===== src/rtl/pipe_ctrl_pkg.sv =====
// Shared definitions for the IF/ID pipeline sequencer.
//  REG_W      : register-index width
//  ST_*       : state encodings for the sequencer FSM
//  NOP_INSTR  : instruction word loaded on flush/bubble
package pipe_ctrl_pkg;

    localparam int unsigned REG_W   = 4;
    localparam int unsigned STATE_W = 2;

    localparam logic [STATE_W-1:0] ST_RUN      = 2'd0;
    localparam logic [STATE_W-1:0] ST_FLUSH    = 2'd1;
    localparam logic [STATE_W-1:0] ST_MEM_WAIT = 2'd2;

    localparam logic [31:0] NOP_INSTR = 32'h0;

    typedef enum logic [STATE_W-1:0] {
        RUN      = ST_RUN,
        FLUSH    = ST_FLUSH,
        MEM_WAIT = ST_MEM_WAIT
    } state_t;

endpackage


===== src/rtl/sat_counter.sv =====
// Saturating up-counter: increments on inc, sticks at all-ones.
//  clk, rst_n : clock, async active-low reset (clears count)
//  inc        : increment request
//  count      : current value
module sat_counter #(
    parameter int unsigned CNT_W = 16
) (
    input  logic             clk,
    input  logic             rst_n,
    input  logic             inc,
    output logic [CNT_W-1:0] count
);

    always_ff @(posedge clk or negedge rst_n) begin
        if (!rst_n) begin
            count <= '0;
        end else if (inc && (count != {CNT_W{1'b1}})) begin
            count <= count + CNT_W'(1);
        end
    end

endmodule


===== src/rtl/if_id_hazard_ctrl.sv =====
// IF/ID and PC sequencer: load-use stall, taken-branch flush, data-memory freeze.
//  Inputs : ID source regs/uses, EX load/dest, br_taken, mem_req/mem_ready
//  Outputs: pc_we, pc_sel_target, if_id_we, if_id_flush, id_ex_bubble,
//           pipe_freeze (combinational); err_timeout, stall_cnt, flush_cnt (registered)
module if_id_hazard_ctrl
    import pipe_ctrl_pkg::*;
#(
    parameter int unsigned BR_PENALTY  = 1,
    parameter int unsigned MEM_TIMEOUT = 255,
    parameter int unsigned CNT_W       = 16
) (
    input  logic             clk,
    input  logic             rst_n,
    input  logic             id_valid,
    input  logic [REG_W-1:0] id_rp,
    input  logic [REG_W-1:0] id_rs,
    input  logic             id_uses_rp,
    input  logic             id_uses_rs,
    input  logic             ex_valid,
    input  logic             ex_is_load,
    input  logic [REG_W-1:0] ex_rg,
    input  logic             br_taken,
    input  logic             mem_req,
    input  logic             mem_ready,
    output logic             pc_we,
    output logic             pc_sel_target,
    output logic             if_id_we,
    output logic             if_id_flush,
    output logic             id_ex_bubble,
    output logic             pipe_freeze,
    output logic             err_timeout,
    output logic [CNT_W-1:0] stall_cnt,
    output logic [CNT_W-1:0] flush_cnt
);

    localparam int unsigned PEN_W  = 3;
    localparam int unsigned WAIT_W = 16;

    state_t            state, state_nxt;
    logic [PEN_W-1:0]  pen_cnt, pen_nxt;
    logic [WAIT_W-1:0] wait_cnt, wait_nxt;
    logic              from_flush, from_flush_nxt;
    logic              err_nxt;
    logic              lu, mw, freeze, run_rules;
    logic              stall_inc, flush_inc;

    // Hazard terms; register 0 is not special.
    assign lu = ex_valid & ex_is_load & id_valid &
                ((id_uses_rp & (id_rp == ex_rg)) | (id_uses_rs & (id_rs == ex_rg)));
    assign mw = mem_req & ~mem_ready;

    // State register
    always_ff @(posedge clk or negedge rst_n) begin
        if (!rst_n) begin
            state       <= RUN;
            pen_cnt     <= '0;
            wait_cnt    <= '0;
            from_flush  <= 1'b0;
            err_timeout <= 1'b0;
        end else begin
            state       <= state_nxt;
            pen_cnt     <= pen_nxt;
            wait_cnt    <= wait_nxt;
            from_flush  <= from_flush_nxt;
            err_timeout <= err_nxt;
        end
    end

    // Next state and zero-latency control outputs
    always_comb begin
        state_nxt      = state;
        pen_nxt        = pen_cnt;
        wait_nxt       = wait_cnt;
        from_flush_nxt = from_flush;
        err_nxt        = err_timeout;
        pc_we          = 1'b1;
        pc_sel_target  = 1'b0;
        if_id_we       = 1'b1;
        if_id_flush    = 1'b0;
        id_ex_bubble   = 1'b0;
        pipe_freeze    = 1'b0;
        stall_inc      = 1'b0;
        flush_inc      = 1'b0;
        freeze         = 1'b0;
        run_rules      = 1'b0;

        case (state)
            RUN: begin
                if (mw) begin
                    freeze         = 1'b1;
                    state_nxt      = MEM_WAIT;
                    wait_nxt       = WAIT_W'(1);
                    from_flush_nxt = 1'b0;
                end else begin
                    run_rules = 1'b1;
                end
            end
            FLUSH: begin
                if (mw) begin
                    // Penalty count is held across the freeze.
                    freeze         = 1'b1;
                    state_nxt      = MEM_WAIT;
                    wait_nxt       = WAIT_W'(1);
                    from_flush_nxt = 1'b1;
                end else begin
                    if_id_we     = 1'b0;
                    if_id_flush  = 1'b1;
                    id_ex_bubble = 1'b1;
                    pen_nxt      = pen_cnt - PEN_W'(1);
                    if (pen_cnt <= PEN_W'(1)) begin
                        state_nxt = RUN;
                    end
                end
            end
            MEM_WAIT: begin
                if (!mw) begin
                    // Release cycle: a branch held in EX is redirected now.
                    if (from_flush) begin
                        state_nxt = FLUSH;
                    end else begin
                        state_nxt = RUN;
                        run_rules = 1'b1;
                    end
                end else begin
                    freeze   = 1'b1;
                    wait_nxt = wait_cnt + WAIT_W'(1);
                    if (wait_cnt >= WAIT_W'(MEM_TIMEOUT)) begin
                        err_nxt   = 1'b1;
                        state_nxt = RUN;
                    end
                end
            end
            default: begin
                state_nxt = RUN;
            end
        endcase

        if (run_rules) begin
            if (br_taken) begin
                pc_sel_target = 1'b1;
                if_id_we      = 1'b0;
                if_id_flush   = 1'b1;
                id_ex_bubble  = 1'b1;
                flush_inc     = 1'b1;
                if (BR_PENALTY > 0) begin
                    state_nxt = FLUSH;
                    pen_nxt   = PEN_W'(BR_PENALTY);
                end else begin
                    state_nxt = RUN;
                end
            end else if (lu) begin
                pc_we        = 1'b0;
                if_id_we     = 1'b0;
                id_ex_bubble = 1'b1;
                stall_inc    = 1'b1;
            end
        end

        if (freeze) begin
            pipe_freeze = 1'b1;
            pc_we       = 1'b0;
            if_id_we    = 1'b0;
            stall_inc   = 1'b1;
        end

        // Reset holds the front end with NOPs in IF/ID and ID/EX.
        if (!rst_n) begin
            pc_we         = 1'b0;
            pc_sel_target = 1'b0;
            if_id_we      = 1'b0;
            if_id_flush   = 1'b1;
            id_ex_bubble  = 1'b1;
            pipe_freeze   = 1'b0;
        end
    end

    sat_counter #(.CNT_W(CNT_W)) u_stall_cnt (
        .clk   (clk),
        .rst_n (rst_n),
        .inc   (stall_inc),
        .count (stall_cnt)
    );

    sat_counter #(.CNT_W(CNT_W)) u_flush_cnt (
        .clk   (clk),
        .rst_n (rst_n),
        .inc   (flush_inc),
        .count (flush_cnt)
    );

endmodule


===== config.mk =====
export PLATFORM = sky130hd
export DESIGN_NAME = if_id_hazard_ctrl
export DESIGN_NICKNAME = d
export VERILOG_FILES = /design/src/rtl/pipe_ctrl_pkg.sv /design/src/rtl/sat_counter.sv /design/src/rtl/if_id_hazard_ctrl.sv
export SDC_FILE = /design/constraint.sdc
export NUM_CORES = 1
export LEC_CHECK = 0
export ABC_CLOCK_PERIOD_IN_PS = 1900
export BUFFER_PORTS_ARGS = -buffer_cell sky130_fd_sc_hd__clkbuf_2
export CELL_PAD_IN_SITES_DETAIL_PLACEMENT = 2
export CELL_PAD_IN_SITES_GLOBAL_PLACEMENT = 2
export CORE_MARGIN = 2
export CORE_UTILIZATION = 31
export DETAILED_ROUTE_END_ITERATION = 7
export PLACE_DENSITY = 0.87
export SYNTH_ARGS = -nofsm -noshare
export SYNTH_HDL_FRONTEND = slang
export SYNTH_SLANG_ARGS = --single-unit

===== constraint.sdc =====
create_clock -name clk -period 1.9 [get_ports clk]
set_input_delay 0.095 -clock clk [delete_from_list [all_inputs] [get_ports clk]]
set_output_delay 0.095 -clock clk [all_outputs]
set_load 0.005 [all_outputs]

Word-level counts from Yosys, hierarchy flattened
Index checks and enable logic that the tools add are counted.
{ "totals": {"regBits": 55, "input_bits": 22, "word_cells": 94} }
{ "classes": {"addsub": 4, "order_cmp": 2, "n_eq_ne": 10, "mux": 53, "n_bitwise": 8, "n_reduce_logical": 10} }
{ "ops": {"columns": ["operator", "n"], "rows": [
  ["adder 16 x 1 -> 16 bit, second input constant", 3],
  ["2-to-1 mux 1 bit", 36],
  ["2-to-1 mux 16 bit", 2],
  ["!= test 16 bit, second input constant", 2],
  ["one-hot mux 16 bit (2 select lines)", 1],
  [">= comparator 16 x 8 -> 1 bit, second input constant", 1],
  ["2-to-1 mux 2 bit", 7],
  ["2-to-1 mux 3 bit", 4],
  ["AND reduction 3 bit", 3],
  ["== test 4 bit", 2],
  ["AND 1 bit", 6],
  ["!= test 2 bit, second input constant", 3],
  ["one-hot mux 2 bit (3 select lines)", 1],
  ["one-hot mux 1 bit (2 select lines)", 2],
  ["nonzero test 2 bit", 2],
  ["less-or-equal comparator 3 x 1 -> 1 bit, second input constant", 1],
  ["OR reduction 3 bit", 1],
  ["subtractor 3 x 1 -> 3 bit, second input constant", 1],
  ["== test 2 x 1 -> 1 bit, second input constant", 1],
  ["== test 2 bit, second input constant", 1],
  ["logical AND 1 bit", 2],
  ["logical NOT 2 bit", 1],
  ["!= test 2 x 1 -> 1 bit, second input constant", 1],
  ["OR reduction 2 bit", 1],
  ["other kinds (2)", 2]
]} }

Longest topological paths before layout
Gate-level depths: netlist of the first run.
{ "depth": {"depth_word": 9, "ltp_mapped": 7, "mapped_depth_nobuf": 7} }

By module
A second synthesis of the first run with hierarchy kept.
{ "hier_totals": {"cells_unflattened": 305, "area_unflattened_um2": 3195.6} }
{ "modules_own_cells": {"columns": ["module", "instances", "cells_per_inst", "area_per_inst_um2"], "rows": [
  ["sat_counter", 2, 72, 859.6],
  ["if_id_hazard_ctrl", 1, 161, 1476.4]
]} }

Least setup slack after synthesis of the first run
No wires, ideal clock.
{ "synth_timing": {"path_type": "reg-to-reg", "from": "register u_stall_cnt.count[0]", "to": "register u_stall_cnt.count[1]", "setup_time_ns": 0.125, "t_arrival_ns": 1.890, "path_slack_ns": -0.115, "stages_incl_launch_ff": 7, "path_buffers": 1, "period_less_slack_ns": 2.015, "path_cell_list": "dfrtp_1 ha_1 nand3_4 or4_1 buf_2 nand2_1 mux2_2"} }
{ "synth_via": {"elab_chain_cells": 2, "word_cells_on_any_way": 3} }
{ "synth_lines": {"columns": ["element", "line_no", "source"], "rows": [
  ["from (decl)", "sat_counter.sv:11", "output logic [CNT_W-1:0] count"],
  ["from (signal assigned)", "sat_counter.sv:18", "count <= count + CNT_W'(1);"],
  ["parallel branches: the longest is 2 deep, another holds adder 16 x 1 -> 16 bit", null, null]
]} }
Several ways; the timed one is not identified.
A chain may end at the register's enable or synchronous reset.

Worst setup path after layout of the first run
{ "layout_timing": {"from": "register state[0]", "to": "output if_id_we"} }
{ "layout_via": {"elab_chain_cells": 7, "word_cells_on_any_way": 12} }
{ "layout_lines": {"columns": ["element", "line_no", "source"], "rows": [
  ["from (decl)", "if_id_hazard_ctrl.sv:39", "state_t state, state_nxt;"],
  ["from (signal assigned)", "if_id_hazard_ctrl.sv:61", "state <= state_nxt;"],
  ["== test 2 x 1 -> 1 bit", "if_id_hazard_ctrl.sv:87", "case (state)"],
  ["2-to-1 mux 1 bit", "if_id_hazard_ctrl.sv:87", null],
  ["2-to-1 mux 1 bit", "if_id_hazard_ctrl.sv:151", "end else if (lu) begin"],
  ["2-to-1 mux 1 bit", "if_id_hazard_ctrl.sv:139", "if (br_taken) begin"],
  ["2-to-1 mux 1 bit", "if_id_hazard_ctrl.sv:138", "if (run_rules) begin"],
  ["2-to-1 mux 1 bit (*)", "if_id_hazard_ctrl.sv:159", "if (freeze) begin"],
  ["2-to-1 mux 1 bit (*)", "if_id_hazard_ctrl.sv:167", "if (!rst_n) begin"],
  ["to (decl)", "if_id_hazard_ctrl.sv:27", "output logic if_id_we,"]
]} }
Every way passes the cells marked *; elsewhere a longest branch is shown, timed or not.

==> results of run 1 <==
-- worst max-delay path by stage --
stage,startpoint,endpoint,slack [ns],cells after the start
2_1_floorplan,u_stall_cnt.count[4],u_stall_cnt.count[1],0.08,5
5_1_grt,state[0],if_id_we,-0.30,8
4_1_cts,state[0],if_id_we,-0.13,8
6_report,state[0],if_id_we,-0.23,8
3_3_place_gp,ex_rg[0],u_stall_cnt.count[11],0.06,7
3_5_place_dp,state[0],u_stall_cnt.count[11],-0.20,4
-- synth_stat cells, drive strengths merged (5+ instances only) --
cell | count | area share
and3 | 7 | 0.015
a21oi | 5 | 0.011
xnor2 | 23 | 0.068
nor3 | 6 | 0.010
nor2 | 20 | 0.025
dfrtp | 55 | 0.47
nand2 | 33 | 0.042
nor4 | 10 | 0.040
and4 | 5 | 0.015
xor2 | 22 | 0.065
nand4 | 14 | 0.030
inv | 5 | 0.0064
nand3 | 22 | 0.042
mux2 | 8 | 0.031
-- cell usage in the layout (no fill, tap or decap), drive strengths merged, types with 2 or more instances in the layout --
| cell | netlist | layout |
|---|---|---|
| nor2b | 4 | 4 |
| and4 | 5 | 5 |
| o31ai | 3 | 3 |
| o21ai | 4 | 4 |
| nand4 | 14 | 14 |
| a21oi | 5 | 5 |
| inv | 5 | 5 |
| and3 | 7 | 7 |
| buf | 2 | 58 |
| nand3b | 2 | 2 |
| a211oi | 2 | 2 |
| ha | 4 | 4 |
| clkbuf | 4 | 67 |
| nand2 | 33 | 33 |
| xnor2 | 23 | 23 |
| a21o | 2 | 2 |
| mux2 | 8 | 8 |
| dfrtp | 55 | 55 |
| a22o | 2 | 2 |
| or2 | 2 | 2 |
| a31oi | 2 | 2 |
| nor4b | 3 | 3 |
| nor2 | 20 | 20 |
| and2 | 3 | 3 |
| xor2 | 22 | 22 |
| nor3 | 6 | 6 |
| nor4 | 10 | 10 |
| nand3 | 22 | 22 |
| and2b | 2 | 2 |
-- layer usage --
metal	share of wire	wire [um]
met1	0.41	5404
met2	0.51	6719
met3	0.039	514
met4	0.037	486
met5	0	0
-- worst max-delay path, cell delays in order (launching register included) --
cell and delay, ns:
dfrtp_2 0.45, buf_6 0.13, buf_6 0.11, nor2b_4 0.13
and2_4 0.17, nand3b_1 0.20, a21o_1 0.22, nor2_2 0.14
clkbuf_2 0.15
-- sequential cells by signal, indices dropped and copies added (netlist names) --
register	count
u_stall_cnt.count	16
err_timeout	1
u_flush_cnt.count	16
wait_cnt	16
pen_cnt	3
from_flush	1
state	2
-- where the power goes --
group / switching, mW / total [mW] / internal [mW]
Sequential: 0.316 / 1.68 / 1.36
Clock: 0.464 / 0.766 / 0.302
Combinational: 0.716 / 1.33 / 0.615
Total: 1.50 / 3.78 / 2.28
-- per-stage QoR --
step / worst slack [ns] / power [mW] / TNS [ns]
after detailed placement: -0.2041 / 2.619 / -0.5014
after floorplan: 0.07836 / 2.073 / 0
after global placement: 0.06190 / 2.501 / 0
after CTS: -0.1289 / 3.440 / -0.2024
final: -0.2311 / 3.779 / -1.143
after global routing: -0.3019 / 3.937 / -2.676
-- layout make-up --
class	instances	share of cell area
clock buffers	7	0.02073
clock inverters	1	0.002103
inverters	5	0.004507
multi-input cells	217	0.4135
flip-flops and latches	55	0.3320
well taps	129	0.03876
repair buffers	119	0.1884
-- cells by family after synthesis --
kind of cell    after synthesis  synth area share
xor+xnor                     45            0.1338
mux                           9           0.03399
flops                        55            0.4673
fa+ha+maj                     4           0.01699
buf+inv                      11           0.01699
simple gates                136            0.2714
compound gates               23           0.05947
-- what timing repair did --
action	4_1_cts	5_1_grt
pin swaps	2	21
resized for setup	16	30
endpoints found under the hold margin	55	0
setup endpoints to repair	16	28
hold buffers	1	0
buffers inserted	8	17
==> metrics.md, run 1 <==
| Metric | Value |
|---|---|
| CTS Buffer Depth | 2 |
| Antenna diode count | 0 |
| Critical path arrival | roughly 2 ns |
| Maximum VDD drop | around 660 uV |
| FF-to-FF End | u_flush_cnt.count[15] |
| Critical path peak fanout | 3 |
| Antenna violations before repair | 0 |
| Layout cells sized above 1 | 0.4332 |
| Yosys reg bits | between 50 and 60 |
| Global-route wire length before repair | around 17 mm |
| DRT Wirelength | between 10 and 15 mm |
| GRT Total Usage | 0.2171 |
| Number of I/O port buffers | 60 |
| Placed Instances | between 400 and 500 |
| Min Hold Slack | between 0.3 and 0.4 ns |
| Met3 usage | 0.03037 |
| PD cells | ~910 nW/um^2 |
| TritonCTS clock tree | done |
| Fin util | 0.4506 |
| Final Non-Filler Cells | roughly 530 |
| Finished Cell Area | roughly 4200 um^2 |
| CP Launch Type | flop |
| Worst slew pin tran | 0.3976 ns |
| Post-Syn Area | between 2000 and 3000 um^2 |
| Synth-to-Final Area Change | 41.38% |
| Gate Count Post-Synth | between 200 and 300 |
| Max frequency | approximately 0.47 GHz |
| Worst Hold Launch | br_taken |
| Initial cell density of the core | 0.3188 |
| Final antenna-violating net count | 0 |
| Placed Area | about 3600 um^2 |
| Multi-input gate area | 1722 um^2 |
| Setup repair after global routing missed its margin | yes |
| Slew headroom | 0.7329 |
| R2R Path Start | state[0] |
| Worst Hold Path EP | state[0] |
| R2R setup slack | -0.14 ns |
| CP Capture Type | primary output |
| # nets final | around 430 |
| Syn Area/Cell | between 10 and 15 um^2 |
| Clock latency on the worst-skew pair | 0.34 ns |
| GR peak layer | met2 |
| Outcome | complete, but fails checks |
| Pre-antenna DRT Iters | 4 |
| Reg area | 1383 um^2 |
| CTS sink count | 55 |
| Post-synth EDFFs | 0 |
| Clock skew | around 0.028 ns |
| # fillers | a little under 1k |
| Total grt overflow | 0 |
| Iteration-0 DRC count of the detailed router | 104 |
| Total CTS buffers | 5 |
| Min Tclk post-route | 2.131 ns |
| Rows | 35 |
| Post-synth cell types | 47 |
| Yosys warns | 0 |
| Max H-tree Level | 2 |
| Die Area | 10300 um^2 |
| Main synth FF type | dfrtp_1 |
| Number of global-route vias before repair | around 3k |
| Final Hold Fails | 0 |
| Pins Over Slew Limit | 0 |
| Failing checks | setup timing |
| Max-Cap Viols | 0 |
| Share of async-settable or async-resettable flops after synthesis | 1.000 |
| Clock slew seen by the registers of the worst setup and hold paths | ~0.13 ns |
| Die Y | slightly above 100 um |
| Vias per std cell | approximately 5.2 |
| GPL Wtd Cong | about 0.81 |
| Grt met1 use | 0.2623 |
| Type of the worst setup path | flop to primary output |
| Via Count | between 2k and 3k |
| I/O pins | 61 |
| Die width | between 100 and 150 um |
| Routed WL per cell | between 20 and 25 um |
| Detailed Place HPWL | 7.312 mm |
| CTS Root Cell | clkbuf_8 |
| LEAKAGE | around 1.9 nW |
| Hold WC Path Type | input port to flop |
| Reg2Reg Depth | 8 |
| # DRC | 0 |
| Pin count of the biggest net entering global routing | 24 |
| Setup ws final | -0.2311 ns |
| M2 GR Usage | 0.4004 |
| Core ar. | 9240 um^2 |
| Sequential-to-total area share from yosys stat | 0.4673 |
| WP data required | about 1.8 ns |
| Setup violations, final | 15 |
| Hold Path Cell Cnt | 4 |
| Post-route clock period utilization | 1.122 |
| Syn nets | approximately 310 |
No activity file was read; power rests on OpenSTA's default activity.
==> inputs of run 2 (changes only) <==
Settings changed: CORE_UTILIZATION 31 to 32, SYNTH_HIERARCHICAL set to 1.
==> metrics.md, run 2 <==
| Metric | Value |
|---|---|
| Outcome | complete, but fails checks |
| Failing checks | setup timing |
| Vias per std cell | about 5.4 |
| Ranking of synthesized cells by area | dfrtp_1, xnor2_1, nand4_1, o21a_1, xor2_1 |
| Commonest cells in the netlist | dfrtp_1, nand2_1, nand4_1, xnor2_1 |
| Commonest non-fill, non-tap cell in the layout | clkbuf_2 |
| Simple-Gate Fraction of Synth Area | 0.3007 |
| DRT Wirelength | roughly 11 mm |
| Post-synth top area share | 0.4307 |
| Routed WL per cell | 19.63 um |
| Min Tclk post-route | ~2.1 ns |
| Slew headroom | 0.6932 |
| CTS Root Cell | clkbuf_8 |
| Die width | between 100 and 150 um |
| Main synth FF type | dfrtp_1 |
| Core ar. | between 9000 and 10000 um^2 |
| Dominant cell type by area after synthesis | dfrtp_1 |
| LEAKAGE | between 1.5 and 2 nW |
| Final antenna-violating net count | 0 |
| Largest family of logic cells by synthesized area | simple AND/OR/NAND/NOR gates |
| Gate Count Post-Synth | approximately 300 |
| Post-synth cell types | 53 |
| Critical path peak fanout | 3 |
| Final Non-Filler Cells | around 540 |
| Finished Cell Area | approximately 4200 um^2 |
| Sequential-to-total area share from yosys stat | 0.4307 |
| Hold WC Path Type | input port to async pin |
| Initial cell density of the core | 0.3284 |
| Worst slew pin tran | 0.4586 ns |
| Fin util | 0.4297 |
| # fillers | around 1.1k |
| Number of global-route vias before repair | 3184 |
| Critical path arrival | around 2.3 ns |
| Setup ws final | -0.2015 ns |
| Min Hold Slack | between 0.15 and 0.2 ns |
| Most frequent cells in the layout | clkbuf_2, dfrtp_1, buf_4 |
| Placed Instances | a little over 500 |
| CTS sink count | 55 |
| Layout cells sized above 1 | 0.3750 |
| Regs by FF count | u_flush_cnt/count (16), u_stall_cnt/count (16), wait_cnt (16) |
| Rows | 36 |
| Maximum VDD drop | 541.1 uV |
| Die Area | 10800 um^2 |
| Setup repair after global routing missed its margin | yes |
| Global-route wire length before repair | 17.24 mm |
| Synth-to-Final Area Change | 30.81% |
| GRT Total Usage | 0.1944 |
| Share of async-settable or async-resettable flops after synthesis | 1.000 |
| GPL Wtd Cong | roughly 0.76 |
| Final Hold Fails | 0 |
| WP data required | between 2 and 2.5 ns |
| Max frequency | approximately 0.48 GHz |
| Pre-antenna DRT Iters | 4 |
| Most frequent cell after synthesis | dfrtp_1 |
| Post-route clock period utilization | 1.106 |
| Pins Over Slew Limit | 0 |
| Type of the worst setup path | flop to flop |
| Post-Syn Area | 3196 um^2 |
| # nets final | ~430 |
| Post-Synth Adder-Cell Area | 0.01958 |
| Total CTS buffers | 5 |
| Total grt overflow | 0 |
| Clock skew | between 0.01 and 0.015 ns |
| Mux cell area share after synthesis | 0.01370 |
| CP Capture Type | flop |
| Max-Cap Viols | 0 |
| Number of I/O port buffers | 60 |
| Syn nets | ~330 |
| Detailed Place HPWL | 7.668 mm |
| TritonCTS clock tree | done |
| Syn Area/Cell | ~10 um^2 |
| Via Count | slightly below 3k |
| CP Launch Type | flop |
| Yosys reg bits | 55 |
| DP Worst Slack | -0.2876 ns |
| Clock slew seen by the registers of the worst setup and hold paths | 0.11 ns |
| Synth Area in Compound Gates | 0.1413 |
| Iteration-0 DRC count of the detailed router | 84 |
| Setup violations, final | 25 |
| CTS Buffer Depth | 2 |
| Post-Synth XOR/XNOR Area | 0.08222 |
| I/O pins | 61 |
| Placed Area | around 3900 um^2 |
| Max H-tree Level | 2 |
| Post-synth EDFFs | 0 |
| PD cells | ~820 nW/um^2 |
| Yosys warns | 6 |
| Antenna violations before repair | 0 |
| Die Y | roughly 100 um |
| Clock latency on the worst-skew pair | between 0.3 and 0.4 ns |
| # DRC | 0 |
| Antenna diode count | 0 |
| Pin count of the biggest net entering global routing | 27 |
==> run 2: changes by cell type after synthesis, sizes merged, moves of 9 or more <==
cell / delta
xor2: -12
nand2: -10
nand4: +11
a21oi: +9
o21a: +12
==> run 2: kinds of logic after synthesis <==
group,Yosys count
simple gates,138
flops,55
compound gates,63
fa+ha+maj,5
mux,4
xor+xnor,30
buf+inv,10
==> run 2: routing by layer <==
layer  track usage  part of all wire  up-vias
met5             0                 0        -
met1        0.2356              0.41     1487
met4       0.03958            0.0093        0
li1              -                 -     1362
met2        0.3651              0.55       60
met3       0.02757             0.032        7
==> run 2: path summary, 6_finish.rpt <==
| check | from | to | slack (ns) | cells after the start |
|---|---|---|---|---|
| max | from_flush | u_stall_cnt/count[15] | -0.20 | 9 |
| min | rst_n | wait_cnt[3] | 0.18 | 2 |
| max reg2reg | from_flush | u_stall_cnt/count[15] | -0.20 | 9 |
| min reg2reg | err_timeout | err_timeout | 0.50 | 2 |
| max in group asynchronous | rst_n | wait_cnt[12] | 1.07 | 3 |
| min in group clk | br_taken | state[0] | 0.27 | 5 |
==> run 2: per-stage QoR <==
stage / setup TNS [ns] / power [mW]
2_1_floorplan: -0.8106 / 2.091
3_3_place_gp: -1.232 / 2.514
3_5_place_dp: -2.332 / 2.615
4_1_cts: -1.174 / 3.348
5_1_grt: -5.157 / 3.600
6_report: -1.901 / 3.412
==> run 2: critical path, stage by stage (launching register included) <==
cell and delay [ns]:
dfrtp_1 0.40, nand2_1 0.08, nand2_2 0.06, or3_4 0.38, o31ai_4 0.23, nand4_1 0.19, nor4_4 0.22, buf_4 0.17
a31oi_1 0.10, a21oi_1 0.20
==> run 2: area by class of cell <==
cell class	instances	area [um^2]	share of cell area
inverters	5	18.77	0.004490
well taps	133	166.4	0.03981
clock buffers	6	72.57	0.01736
multi-input cells	240	1899	0.4544
repair buffers	100	633.1	0.1515
clock inverters	2	12.51	0.002993
flip-flops and latches	55	1378	0.3295
==> run 2: power by group <==
group          internal (mW)  switching (mW)  leakage (nW)
Clock                  0.260           0.419        0.0412
Combinational          0.524           0.579          1.16
Sequential              1.35           0.283         0.730
Total                   2.13            1.28          1.93
==> run 2: repair_timing <==
| item | 4_1_cts | 5_1_grt |
|---|---|---|
| buffers inserted | 8 | 6 |
| hold buffers | 1 | 0 |
| endpoints found under the hold margin | 4 | 0 |
| pin swaps | 10 | 11 |
| gates cloned | 0 | 0 |
| gates resized for setup | 11 | 19 |
| endpoints found under the setup margin | 16 | 30 |
